## src/rtl/pixel_writer_pkg.sv

```systemverilog
// pixel_writer_pkg
//   Shared definitions for the pixel path: screen geometry and framebuffer
//   address width (also used by screen_refresh and the sprite drawers), the
//   pixel record, the output-stage state type, and the coordinate-to-address
//   and colour-packing helpers.
package pixel_writer_pkg;

  localparam int SCREEN_W = 160;
  localparam int SCREEN_H = 120;
  localparam int ADDR_W   = 15;

  // One pixel as presented by an upstream producer.
  typedef struct packed {
    logic [7:0] x;
    logic [7:0] y;
    logic [7:0] r;
    logic [7:0] g;
    logic [7:0] b;
  } pixel_t;

  typedef enum logic {
    OUT_IDLE,
    OUT_WRITE
  } out_state_t;

  // Row-major linear address. The caller truncates to its address width.
  function automatic logic [31:0] xy_to_addr(input logic [7:0] x,
                                             input logic [7:0] y,
                                             input int unsigned screen_w);
    return 32'(y) * screen_w + 32'(x);
  endfunction

  // Keeps the top ch_bits of each channel and packs them as {R,G,B} in the
  // low 3*ch_bits bits of the result. No rounding: plain truncation.
  function automatic logic [23:0] pack_rgb(input logic [7:0] r,
                                           input logic [7:0] g,
                                           input logic [7:0] b,
                                           input int unsigned ch_bits);
    logic [23:0] v_r;
    logic [23:0] v_g;
    logic [23:0] v_b;
    v_r = 24'(r) >> (8 - ch_bits);
    v_g = 24'(g) >> (8 - ch_bits);
    v_b = 24'(b) >> (8 - ch_bits);
    return (v_r << (2 * ch_bits)) | (v_g << ch_bits) | v_b;
  endfunction

endpackage

```

## src/rtl/pixel_writer_fifo.sv

```systemverilog
// pixel_fifo
//   Synchronous show-ahead FIFO: the head entry is visible on o_rd_data
//   whenever o_empty is low, and i_pop advances past it. Push and pop may
//   occur in the same cycle. The caller must not push when full or pop when
//   empty.
// Ports:
//   clk, reset        clock, asynchronous active-high reset
//   i_push, i_wr_data enqueue request and data
//   i_pop             dequeue the current head
//   o_rd_data         current head entry
//   o_full, o_empty   occupancy flags (registered-state only)
module pixel_fifo #(
  parameter int WIDTH = 18,
  parameter int DEPTH = 4
) (
  input  logic             clk,
  input  logic             reset,
  input  logic             i_push,
  input  logic [WIDTH-1:0] i_wr_data,
  input  logic             i_pop,
  output logic [WIDTH-1:0] o_rd_data,
  output logic             o_full,
  output logic             o_empty
);

  localparam int PTR_W = $clog2(DEPTH);

  // Pointers carry one extra wrap bit so full and empty are distinguishable.
  logic [PTR_W:0]   r_wr_ptr;
  logic [PTR_W:0]   r_rd_ptr;
  logic [WIDTH-1:0] r_mem [DEPTH];

  always_ff @(posedge clk or posedge reset) begin
    if (reset) begin
      r_wr_ptr <= '0;
      r_rd_ptr <= '0;
    end else begin
      if (i_push) r_wr_ptr <= r_wr_ptr + {{PTR_W{1'b0}}, 1'b1};
      if (i_pop)  r_rd_ptr <= r_rd_ptr + {{PTR_W{1'b0}}, 1'b1};
    end
  end

  // NOTE: storage is deliberately not reset; emptiness is carried by the
  // pointers, so stale entries are never observed and the array maps to RAM.
  always_ff @(posedge clk) begin
    if (i_push) r_mem[r_wr_ptr[PTR_W-1:0]] <= i_wr_data;
  end

  assign o_rd_data = r_mem[r_rd_ptr[PTR_W-1:0]];
  assign o_empty   = (r_wr_ptr == r_rd_ptr);
  assign o_full    = (r_wr_ptr[PTR_W] != r_rd_ptr[PTR_W]) &&
                     (r_wr_ptr[PTR_W-1:0] == r_rd_ptr[PTR_W-1:0]);

endmodule

```

## src/rtl/pixel_writer.sv

```systemverilog
// pixel_writer
//   Accepts (x, y, RGB) pixel writes over valid/ready, discards off-screen
//   pixels (counting them), converts the rest to a linear framebuffer
//   address plus reduced-depth colour, buffers them, and issues them to the
//   framebuffer port with an ack handshake, in acceptance order.
// Ports:
//   clk, reset                  clock, asynchronous active-high reset
//   in_valid/in_ready           upstream pixel handshake
//   in_x, in_y                  pixel coordinates
//   in_r, in_g, in_b            pixel colour, 8 bits per channel
//   fb_we/fb_ack                framebuffer write request / acceptance
//   fb_addr, fb_data            write address and packed {R,G,B} colour
//   dropped_count               saturating count of off-screen pixels
//   busy                        a pixel is buffered or being written
module pixel_writer #(
  parameter int SCREEN_W   = pixel_writer_pkg::SCREEN_W,
  parameter int SCREEN_H   = pixel_writer_pkg::SCREEN_H,
  parameter int ADDR_W     = pixel_writer_pkg::ADDR_W,
  parameter int CH_BITS    = 1,
  parameter int FIFO_DEPTH = 4
) (
  input  logic                   clk,
  input  logic                   reset,
  input  logic                   in_valid,
  output logic                   in_ready,
  input  logic [7:0]             in_x,
  input  logic [7:0]             in_y,
  input  logic [7:0]             in_r,
  input  logic [7:0]             in_g,
  input  logic [7:0]             in_b,
  output logic                   fb_we,
  output logic [ADDR_W-1:0]      fb_addr,
  output logic [3*CH_BITS-1:0]   fb_data,
  input  logic                   fb_ack,
  output logic [15:0]            dropped_count,
  output logic                   busy
);

  import pixel_writer_pkg::*;

  localparam int DATA_W  = 3 * CH_BITS;
  localparam int ENTRY_W = ADDR_W + DATA_W;

  pixel_t             w_pix;
  logic               w_fire;
  logic               w_on_screen;
  logic               w_push;
  logic               w_load;
  logic [ADDR_W-1:0]  w_addr;
  logic [DATA_W-1:0]  w_data;
  logic [ENTRY_W-1:0] w_head;
  logic               w_full;
  logic               w_empty;

  out_state_t         r_state;
  logic               r_fb_we;
  logic [ADDR_W-1:0]  r_fb_addr;
  logic [DATA_W-1:0]  r_fb_data;
  logic [15:0]        r_dropped;

  assign w_pix = '{x: in_x, y: in_y, r: in_r, g: in_g, b: in_b};

  // NOTE: in_ready depends only on registered FIFO state, never on in_valid
  // or fb_ack, so no combinational path runs through this block; a pop in the
  // same cycle does not free a slot for a push into a full FIFO.
  assign in_ready = !w_full;
  assign w_fire   = in_valid && in_ready;

  assign w_on_screen = (32'(w_pix.x) < 32'(SCREEN_W)) &&
                       (32'(w_pix.y) < 32'(SCREEN_H));
  assign w_push      = w_fire && w_on_screen;

  // Only on-screen coordinates are enqueued, so truncation never aliases.
  assign w_addr = ADDR_W'(xy_to_addr(w_pix.x, w_pix.y, SCREEN_W));
  assign w_data = DATA_W'(pack_rgb(w_pix.r, w_pix.g, w_pix.b, CH_BITS));

  // The output register is refilled when idle, or when the current write is
  // acknowledged; this gives one write per cycle under continuous ack.
  assign w_load = !w_empty && ((r_state == OUT_IDLE) || fb_ack);

  pixel_fifo #(
    .WIDTH (ENTRY_W),
    .DEPTH (FIFO_DEPTH)
  ) u_fifo (
    .clk       (clk),
    .reset     (reset),
    .i_push    (w_push),
    .i_wr_data ({w_addr, w_data}),
    .i_pop     (w_load),
    .o_rd_data (w_head),
    .o_full    (w_full),
    .o_empty   (w_empty)
  );

  always_ff @(posedge clk or posedge reset) begin
    if (reset) begin
      r_state   <= OUT_IDLE;
      r_fb_we   <= 1'b0;
      r_fb_addr <= '0;
      r_fb_data <= '0;
    end else begin
      case (r_state)
        OUT_IDLE: begin
          if (w_load) begin
            r_state   <= OUT_WRITE;
            r_fb_we   <= 1'b1;
            r_fb_addr <= w_head[ENTRY_W-1:DATA_W];
            r_fb_data <= w_head[DATA_W-1:0];
          end
        end
        OUT_WRITE: begin
          if (w_load) begin
            r_fb_addr <= w_head[ENTRY_W-1:DATA_W];
            r_fb_data <= w_head[DATA_W-1:0];
          end else if (fb_ack) begin
            r_state <= OUT_IDLE;
            r_fb_we <= 1'b0;
          end
        end
        default: begin
          r_state <= OUT_IDLE;
          r_fb_we <= 1'b0;
        end
      endcase
    end
  end

  always_ff @(posedge clk or posedge reset) begin
    if (reset) begin
      r_dropped <= '0;
    end else if (w_fire && !w_on_screen && (r_dropped != 16'hFFFF)) begin
      r_dropped <= r_dropped + 16'd1;
    end
  end

  assign fb_we         = r_fb_we;
  assign fb_addr       = r_fb_addr;
  assign fb_data       = r_fb_data;
  assign dropped_count = r_dropped;
  assign busy          = !w_empty || (r_state == OUT_WRITE);

endmodule
```

## config.mk

```make
export PLATFORM = sky130hd
export DESIGN_NAME = pixel_writer
export DESIGN_NICKNAME = d
export VERILOG_FILES = /design/src/rtl/pixel_writer_pkg.sv /design/src/rtl/pixel_writer_fifo.sv /design/src/rtl/pixel_writer.sv
export SDC_FILE = /design/constraint.sdc
export NUM_CORES = 1
export LEC_CHECK = 0
export ABC_CLOCK_PERIOD_IN_PS = 4400
export CAP_MARGIN = 20
export CELL_PAD_IN_SITES_DETAIL_PLACEMENT = 2
export CELL_PAD_IN_SITES_GLOBAL_PLACEMENT = 2
export CORE_ASPECT_RATIO = 1.4
export CORE_MARGIN = 5
export CORE_UTILIZATION = 40
export DETAILED_ROUTE_END_ITERATION = 8
export HOLD_SLACK_MARGIN = 0.08
export PLACE_DENSITY_LB_ADDON = 0.2
export SLEW_MARGIN = 20
export SYNTH_ARGS = -nofsm -noshare
export SYNTH_HDL_FRONTEND = slang
export SYNTH_HIERARCHICAL = 1
export SYNTH_SLANG_ARGS = --single-unit
```

## constraint.sdc

```tcl
create_clock -name clk -period 4.4 [get_ports clk]
set_input_delay 0.66 -clock clk [delete_from_list [all_inputs] [get_ports clk]]
set_output_delay 0.66 -clock clk [all_outputs]
set_load 0.1 [all_outputs]
```

==> impl_metrics.py, run 1 <==
metrics = {
    "drt": {
        "dr.pass1.iters": 4,
        "routed-wl-met3_um": 492,
        "wl_met2_um": 6935,
        "vias": 2951,
        "avgRoutedWirePerCell_um": 22.01,
        "met1_length_um": 4610,
        "drc": 0,
        "ant_nets": 0,
        "viasPerCell": 5.327,
        "maxUsedRoutingLayer": "met4",
        "finalWirelength_um": 12200,
        "drt_iter0_markers": 102,
    },
    "run": {
        "maxCapViolCount": 0,
    },
    "finish": {
        "drive_gt1_frac": 0.2129,
        "final_nets": 458,
        "finalNonFillerCells": 554,
        "antennaDiodeCount": 0,
        "syn_to_final_growth_pct": 26.48,
        "final_core_util": 0.5159,
        "fillCellCount": 1161,
    },
    "worst_hold_path": {
        "hp-class": "flop to flop",
        "min_from": "u_fifo/r_wr_ptr[2]",
        "hold_path_depth": 1,
        "min_to": "u_fifo/r_wr_ptr[2]",
    },
    "logic_synthesis": {
        "synth-edff-count": 72,
        "ys_types": 38,
        "synth-seq-cells": 114,
        "synth_top_area_share": 0.4285,
        "post-synth-top-count-cell": "edfxtp_1",
        "synth_commonest_cells": "edfxtp_1, dfrtp_1, xnor2_1",
        "ys.flop_type": "edfxtp_1",
        "seq_area_frac_synth": 0.6367,
        "ys.warnings.count": 6,
        "netlist_instances": 311,
        "synth_top_area_cell": "edfxtp_1",
        "postSynth.asyncResetShare": 0.3684,
        "synth_area_leaders": "edfxtp_1, dfrtp_1, mux4_2",
        "synth_area_um2": 5046,
        "synthesis.nets": 378,
        "syn_avg_cell_area_um2": 16.23,
    },
    "clocking": {
        "cts_root_buf": "clkbuf_16",
        "cts_tree": "built",
        "clk_latency_ns": 0.42,
        "clkSinkCount": 114,
        "post_cts_buffers": 0,
        "clk_path_buf_depth": 2,
        "cts_hold_buffers": 0,
        "cts_resized": 0,
        "path_clk_slew_ns": 0.05,
        "htree_num_levels": 4,
        "cts_buffers": 17,
    },
    "timing": {
        "post-route-period-util": 0.6963,
        "setup_viol": 0,
        "rsz0062_at_grt": "false",
        "hold_ws_ns": 0.5065,
        "period_needed_ns": 3.064,
        "final_max_slew_viol_count": 0,
        "skew_ns": 0.007700,
        "tightest_slew_ns": 1.010,
        "tns_ns": 0,
        "timing.slew.headroom": 0.3246,
        "max_freq_mhz": 326.4,
        "hold_viol_final": 0,
    },
    "power": {
        "power_density_nw_per_um2": 777.9,
        "ir_drop_mv": 0.2905,
        "p_leak_nw": 2.413,
    },
    "placement": {
        "post-place-cells": 522,
        "gp_congestion": 0.7552,
        "dp_hpwl_um": 8413,
        "portBuffers": 59,
    },
    "floorplan": {
        "io_pins": 81,
        "initial_core_util": 0.4079,
        "core-area_um2": 12370,
        "die_h_um": 142.9,
        "die_w_um": 104.9,
        "dieArea_um2": 14990,
        "fp-row-count": 48,
    },
    "critical_path": {
        "timing.rr.end": "u_fifo/r_mem[2][3]",
        "rr_worst_depth": 7,
        "rrSetupSlack_ns": 1.60,
        "crit_arrival_ns": 3.27,
        "critPathMaxFanout": 4,
        "worstReg2RegStart": "u_fifo/r_rd_ptr[0]",
        "start_kind": "input port",
        "setup.worst_path.end_class": "flop",
        "crit_type": "input port to flop",
        "cp.required_ns": 4.61,
    },
    "global_routing": {
        "antenna_found_initial": 0,
        "grtUsageTotal": 0.1774,
        "grt_pass1_wl_um": 19950,
        "overflow": 0,
        "grt_max_degree": 27,
        "grt_pass1_vias": 3543,
    },
    "run_status": {
        "outcome": "finished, final reports clean",
    },
}
==> through the flow <==
stage / worst slack (ns) / total power, mW / instance area [µm²]
floorplan: 1.709 / 3.172 / 5046
global placement: 0.9527 / 3.642 / 5831
detailed placement: 0.8815 / 3.726 / 5831
CTS: 1.290 / 5.041 / 6382
global route: 1.159 / 5.203 / 6382
finish: 1.336 / 4.965 / 6382
==> how the worst max path moves through the flow <==
stage	startpoint	endpoint	slack, ns	depth (start not counted)
global route	in_y[1]	u_fifo/r_mem[3][17]	1.16	9
finish	in_y[1]	u_fifo/r_mem[0][16]	1.34	9
CTS	u_fifo/r_rd_ptr[0]	busy	1.29	5
global placement	in_y[1]	u_fifo/r_mem[0][17]	0.95	8
detailed placement	in_y[1]	u_fifo/r_mem[3][17]	0.88	9
floorplan	in_y[1]	u_fifo/r_mem[0][17]	1.71	8
==> worst max-delay path: stages <==
cell and delay (ns):
clkdlybuf4s50_1 0.46, ha_1 0.32, ha_1 0.22, fa_1 0.42, a211oi_1 0.34, nor2_1 0.11
xor2_1 0.28, nand3_1 0.14, xnor2_1 0.30
==> area by class of cell <==
class,instances,area [µm²],area share
Inverter,14,52.55,0.008234
Timing Repair Buffer,67,645.6,0.1012
Clock buffer,17,425.4,0.06665
Tap cell,150,187.7,0.02941
Sequential cell,114,3213,0.5034
Clock inverter,15,126.4,0.01980
Multi-Input combinational cell,177,1732,0.2713
==> logic make-up after synthesis <==
logic type / after synthesis / synth area share
AO/OA/AOI/OAI: 22 / 0.03397
XOR/XNOR: 33 / 0.05728
adder cells (fa/ha/maj): 23 / 0.06000
buffers and inverters: 20 / 0.02008
flip-flops: 114 / 0.6367
multiplexers: 37 / 0.1227
AND/OR/NAND/NOR: 62 / 0.06918
==> where the power goes <==
group / leakage (nW) / switching [mW] / internal [mW]
registers: 1.16 / 0.148 / 1.38
logic: 0.992 / 1.49 / 0.677
clock network: 0.258 / 0.536 / 0.732
total: 2.41 / 2.18 / 2.79
==> flip-flops by register name (all words and copies together), names as in the netlist <==
register         cells
u_fifo/r_mem        72
dropped_count       16
u_fifo/r_wr_ptr      3
r_state              1
fb_we                1
fb_addr             15
u_fifo/r_rd_ptr      3
fb_data              3
==> placed cells by master (no fill, tap or decap), types with 2 or more instances in the layout <==
| master | count |
|---|---|
| nand3_1 | 6 |
| fa_1 | 2 |
| buf_4 | 10 |
| and2_1 | 4 |
| edfxtp_1 | 72 |
| mux4_2 | 18 |
| a211oi_1 | 2 |
| nor3b_1 | 2 |
| inv_6 | 6 |
| clkinvlp_4 | 4 |
| o21ai_0 | 7 |
| nor2_1 | 13 |
| ha_1 | 21 |
| and3_1 | 4 |
| dfrtp_1 | 42 |
| nor3_1 | 2 |
| a21oi_1 | 4 |
| mux2_2 | 19 |
| clkbuf_16 | 17 |
| xor2_1 | 11 |
| inv_1 | 14 |
| nand2_1 | 14 |
| nor2b_1 | 2 |
| nand4_1 | 8 |
| clkdlybuf4s50_1 | 57 |
| clkinv_4 | 5 |
| a21o_1 | 2 |
| xnor2_1 | 22 |
==> routing by layer <==
layer / vias up / global-route usage
met3: 13 / 0.04930
met1: 1528 / 0.1881
met4: 0 / 0.06061
li1: 1336 / -
met2: 74 / 0.3351
met5: - / 0
No activity file was read; power rests on OpenSTA's default activity.
==> run 2: changes to the inputs <==
ABC_CLOCK_PERIOD_IN_PS = 2900   (was 4400)
CORE_UTILIZATION = 38   (was 40)
clock period = 2.9 ns   (was 4.4 ns; I/O delays follow)
==> run 2 against run 1 <==
Net effect:
- critical path depth stayed put
- via count is 3.9% higher
- worst hold slack worse by 0.18 ns
- cell area is 4.7% higher
- total power is 62% higher
- sequential power is 52% higher
- die area is 4.8% higher
- register-to-register slack worse by 0.85 ns
- clock skew is 0.0024 ns higher
- clock power is 88% higher
- global-route usage is 0.22 points higher
- combinational power is 53% higher
- critical path type unchanged
==> impl_metrics.py, run 2 (same netlist as run 1, synthesis figures left out) <==
metrics = {
    "run_status": {
        "outcome": "finished, final reports clean",
    },
    "placement": {
        "gp_congestion": 0.7234,
        "dp_hpwl_um": 8290,
        "place_area_um2": 5993,
        "portBuffers": 59,
        "post-place-cells": 572,
    },
    "timing": {
        "period_needed_ns": 2.707,
        "rsz0062_at_grt": "false",
        "skew_ns": 0.01007,
        "post-route-period-util": 0.9334,
        "max_freq_mhz": 369.4,
        "hold_viol_final": 0,
        "timing.slew.headroom": 0.5241,
        "hold_ws_ns": 0.3309,
        "final_max_slew_viol_count": 0,
        "setup_viol": 0,
        "tightest_slew_ns": 0.7123,
    },
    "floorplan": {
        "core-area_um2": 12940,
        "die_w_um": 107.4,
        "fp-row-count": 49,
        "initial_core_util": 0.3901,
        "io_pins": 81,
        "dieArea_um2": 15720,
        "die_h_um": 146.3,
    },
    "power": {
        "ir_drop_mv": 0.4960,
        "p_leak_nw": 2.659,
        "power_density_nw_per_um2": 1204,
    },
    "critical_path": {
        "cp.required_ns": 3.09,
        "crit_type": "input port to flop",
        "critPathMaxFanout": 4,
        "cp_top_family": "adder cells",
        "setup.worst_path.end_class": "flop",
        "max_stage_delay_ns": 0.50,
        "path_buf_inv": 2,
        "crit_path_cell_trace": "clkdlybuf4s50_1, ha_1, ha_1, fa_1, a211oi_1, nor2_1, xor2_1, buf_4, xnor2_1",
        "cpMostUsedCell": "ha_1",
        "start_kind": "input port",
        "crit_slowest_cell": "clkdlybuf4s50_1",
        "crit_arrival_ns": 2.90,
    },
    "finish": {
        "drive_gt1_frac": 0.3357,
        "largest_reg_flops": 72,
        "stdcell_area_um2": 6684,
        "fillCellCount": 1206,
        "final_cell_mix": "edfxtp_1, buf_4, dfrtp_1, clkdlybuf4s50_1, ha_1",
        "antennaDiodeCount": 0,
        "final-seq-area_um2": 3213,
        "final_nets": 480,
        "finalNonFillerCells": 604,
        "syn_to_final_growth_pct": 32.46,
        "multiInputGateArea_um2": 1747,
        "final_core_util": 0.5167,
        "layout_commonest_cell": "edfxtp_1",
    },
    "drt": {
        "finalWirelength_um": 12730,
        "viasPerCell": 5.075,
        "ant_nets": 0,
        "avgRoutedWirePerCell_um": 21.08,
        "vias": 3065,
        "dr.pass1.iters": 5,
        "drc": 0,
        "drt_iter0_markers": 105,
    },
    "global_routing": {
        "grtUsageTotal": 0.1796,
        "grt_pass1_vias": 3661,
        "grt_pass1_wl_um": 20930,
        "antenna_found_initial": 0,
        "grt_max_degree": 27,
        "overflow": 0,
    },
    "worst_hold_path": {
        "hp-class": "input port to asynchronous set/reset pin",
    },
    "clocking": {
        "post_cts_buffers": 0,
        "cts_tree": "built",
        "clk_path_buf_depth": 2,
        "clk_latency_ns": 0.42,
        "cts_buffers": 17,
        "path_clk_slew_ns": 0.05,
        "cts_hold_buffers": 0,
        "cts_root_buf": "clkbuf_16",
        "htree_num_levels": 4,
        "clkSinkCount": 114,
        "cts_resized": 0,
    },
    "run": {
        "maxCapViolCount": 0,
    },
}
==> run 2: cell type report <==
| type | instances | area share |
|---|---|---|
| clock inverters | 12 | 0.03426 |
| well taps | 178 | 0.03332 |
| flip-flops and latches | 114 | 0.4807 |
| clock buffers | 20 | 0.06683 |
| repair buffers | 89 | 0.1157 |
| multi-input cells | 177 | 0.2613 |
| inverters | 14 | 0.007862 |
==> run 2: final timing paths <==
kind,startpoint,endpoint,slack (ns),depth (start not counted)
setup / recovery,in_y[3],u_fifo/r_mem[1][15],0.19,9
min in group clk,dropped_count[7],dropped_count[7],0.51,1
hold / removal,reset,u_fifo/r_wr_ptr[2],0.33,2
max in group asynchronous,reset,fb_addr[11],1.84,3
hold reg to reg,dropped_count[7],dropped_count[7],0.51,1
setup reg to reg,u_fifo/r_wr_ptr[0],u_fifo/r_mem[0][11],0.75,6
==> run 2: power breakdown <==
part / leakage (nW) / switching (mW) / internal, mW
clock: 0.317 / 0.751 / 1.64
sequential: 1.16 / 0.239 / 2.10
combinational: 1.18 / 2.28 / 1.04
==> run 2: layer usage <==
layer / vias up / track usage / wire, µm
met2: 69 / 0.3393 / 7370
met1: 1603 / 0.1883 / 4672
met4: 0 / 0.06128 / 186
li1: 1379 / - / -
met3: 14 / 0.04814 / 503
met5: - / 0 / 0
==> run 2: stage by stage <==
stage	setup slack [ns]	total power [mW]	setup TNS [ns]
floorplan	0.4344	4.812	0
global placement	-0.1870	5.560	-1.903
detailed placement	-0.2758	5.650	-3.436
CTS	0.1509	8.160	0
global route	0.004267	8.407	0
finish	0.1933	8.045	0
==> RTL change, RTL diff (settings of run 2) <==
Register the output `dropped_count` once more, with the module's reset; this adds one clock of latency there. The other outputs are not delayed to match.
--- a/src/rtl/pixel_writer.sv
+++ b/src/rtl/pixel_writer.sv
@@ -138,3 +138,9 @@
   assign fb_data       = r_fb_data;
-  assign dropped_count = r_dropped;
+  always_ff @(posedge clk or posedge reset) begin
+    if (reset) begin
+      dropped_count <= '0;
+    end else begin
+      dropped_count <= r_dropped;
+    end
+  end
   assign busy          = !w_empty || (r_state == OUT_WRITE);
Function: changed (a bounded check fails within 4 cycles, from zero or initial values and one cycle with reset high).
==> RTL change against run 2 <==
Final cell count increased by 4.1%; wire length decreased by 0.47%; first-iteration DRC count increased by 6.7%; design area increased by 4.6%; clock skew decreased by 0.0019 ns; area after synthesis increased by 7.8%; hold slack improved by 0.038 ns; power decreased by 1.9%; setup slack improved by 0.0048 ns; sequential cell count increased by 16.
==> RTL change: results (changes against run 2) <==
| Metric | Value |
|---|---|
| Worst Skew | 0.00815 ns (-0.00192 ns) |
| Setup slack, reg-to-reg | 0.64 ns (-0.11 ns) |
| Synth unique cells | 40 (+5.3%) |
| Top cells by area, synth | edfxtp_1 (40%), dfrtp_1 (27%), mux4_2 (7.5%) |
| Async set-reset flop share out of synthesis | 44.6% (+7.8 points) |
| Syn nets | 395 (+4.5%) |
| Hpwl dp | 8.86 mm (+6.9%) |
| Leak Pwr | 2.84 nW (+6.9%) |
| Layout fillers | 1289 (+6.9%) |
| Measured slew at the worst slew-check pin | 0.665 ns (-0.0478 ns) |
| Status | complete, no violations |
| Via count | 3189 (+4.0%) |
| Vias in the first global route | 3719 (+1.6%) |
| 1st-iter DRT viols | 112 (+6.7%) |
| First-pass GRT wire length | 20.5 mm (-1.8%) |
| Met2 wire len | 7.34 mm (-0.38%) |
| CTS buffer count | 17 (unchanged) |
| Peak VDD IR | 0.445 mV (-10%) |
| Largest net degree at the start of global routing | 29 (+7.4%) |
| Met1 Wirelength | 4.74 mm (+1.5%) |
| Root Buffer | clkbuf_16 |
| Placed Area | 0.00640 mm^2 (+6.9%) |
| DRT Pass-1 Iters | 4 (-1) |
| Diode count | 0 (unchanged) |
| Critical Path Max Stage Delay | 0.42 ns (-0.08 ns) |
| Pre-CTS setup slack | -0.239 ns (+0.0364 ns) |
| Final WL | 12.7 mm (-0.47%) |
| GP Congestion | 0.715 (-1.1%) |
| Commonest cells in the netlist | edfxtp_1 (72), dfrtp_1 (58), ha_1 (21), mux2_2 (19) |
| Layout Nets | 498 (+3.8%) |
| Hold crit path type | primary input to async pin |
| Final Worst Setup Slack | 0.198 ns (+0.00481 ns) |
| Sequential area share after synthesis | 66.5% (+2.8 points) |
| GR Util All Layers | 16.2% (-1.8 points) |
| Share of layout cells above drive strength 1 | 32.7% (-0.91 points) |
| Clk pin slew, worst setup/hold paths | 0.06 ns |
| Crit path DAT | 2.85 ns (-0.05 ns) |
| Met3 wire len | 385 um (-23%) |
[RTL change: changes by cell type after synthesis, sizes merged, moves of 2 or more]
cell,change
and2,+2
dfrtp,+16
nand3,+2
nand4,-3
nor3,+2
nor4,+2
xnor2,-4
xor2,+2
[RTL change: timing repair]
item                                    in CTS  in global routing
buffers inserted                             0                  0
endpoints found under the setup margin       0                 12
resized for setup                            0                  3
[RTL change: path summary, 6_finish.rpt]
kind	start	end	cells past startpoint
worst max-delay path	in_y[1]	u_fifo/r_mem[3][17]$_DFFE_PP_	9
worst min register to register	r_dropped[9]$_DFFE_PP0P_	dropped_count[9]$_DFF_PP0_	0
worst min-delay path	reset	u_fifo/r_wr_ptr[1]$_DFFE_PP0P_	2
min in group clk	r_dropped[9]$_DFFE_PP0P_	dropped_count[9]$_DFF_PP0_	0
max in group asynchronous	reset	r_dropped[7]$_DFFE_PP0P_	3
worst max register to register	u_fifo/r_wr_ptr[0]$_DFFE_PP0P_	u_fifo/r_mem[1][14]$_DFFE_PP_	6
[RTL change: layout make-up]
cell class	count	area (um^2)	area share, %
Clock buffer	19	443	6.33
Sequential cell	130	3610	51.7
Multi-Input combinational cell	180	1760	25.1
Timing Repair Buffer	89	773	11.1
Tap cell	185	231	3.31
Clock inverter	13	126	1.81
Inverter	13	48.8	0.698
[RTL change: critical path, delay by kind of cell]
kind,cells,cell delay (ns)
and+or+nand+nor,2,0.29
adders and majority gates,3,0.96
AOI/OAI and AO/OA,1,0.31
xor gates and xnor gates,2,0.43
buffers and inverters,1,0.42
[RTL change: through the flow]
step,std cells,hold WS (ns)
after floorplan,328,0.226
after global placement,597,0.409
after detailed placement,597,0.412
after CTS,629,0.364
after global routing,629,0.395
final,629,0.369
[RTL change: logic make-up after synthesis]
family,share of synthesized area (%)
muxes,11.9
DFF,66.5
buffers and inverters,1.59
AOI/OAI and AO/OA,2.92
adders and majority gates,5.57
xor gates and xnor gates,4.99
and+or+nand+nor,6.63
[RTL change: where the power goes]
group,internal (mW),switching [mW]
registers,2.35,0.236
clock network,1.22,0.828
logic,1.04,2.22
total,4.61,3.29
[RTL change: metal layers]
metal | track usage (%) | vias to the layer above
li1 | - | 1435
met1 | 16.5 | 1680
met2 | 32.0 | 59
met3 | 3.66 | 15
met4 | 6.03 | 0
met5 | 0 | -
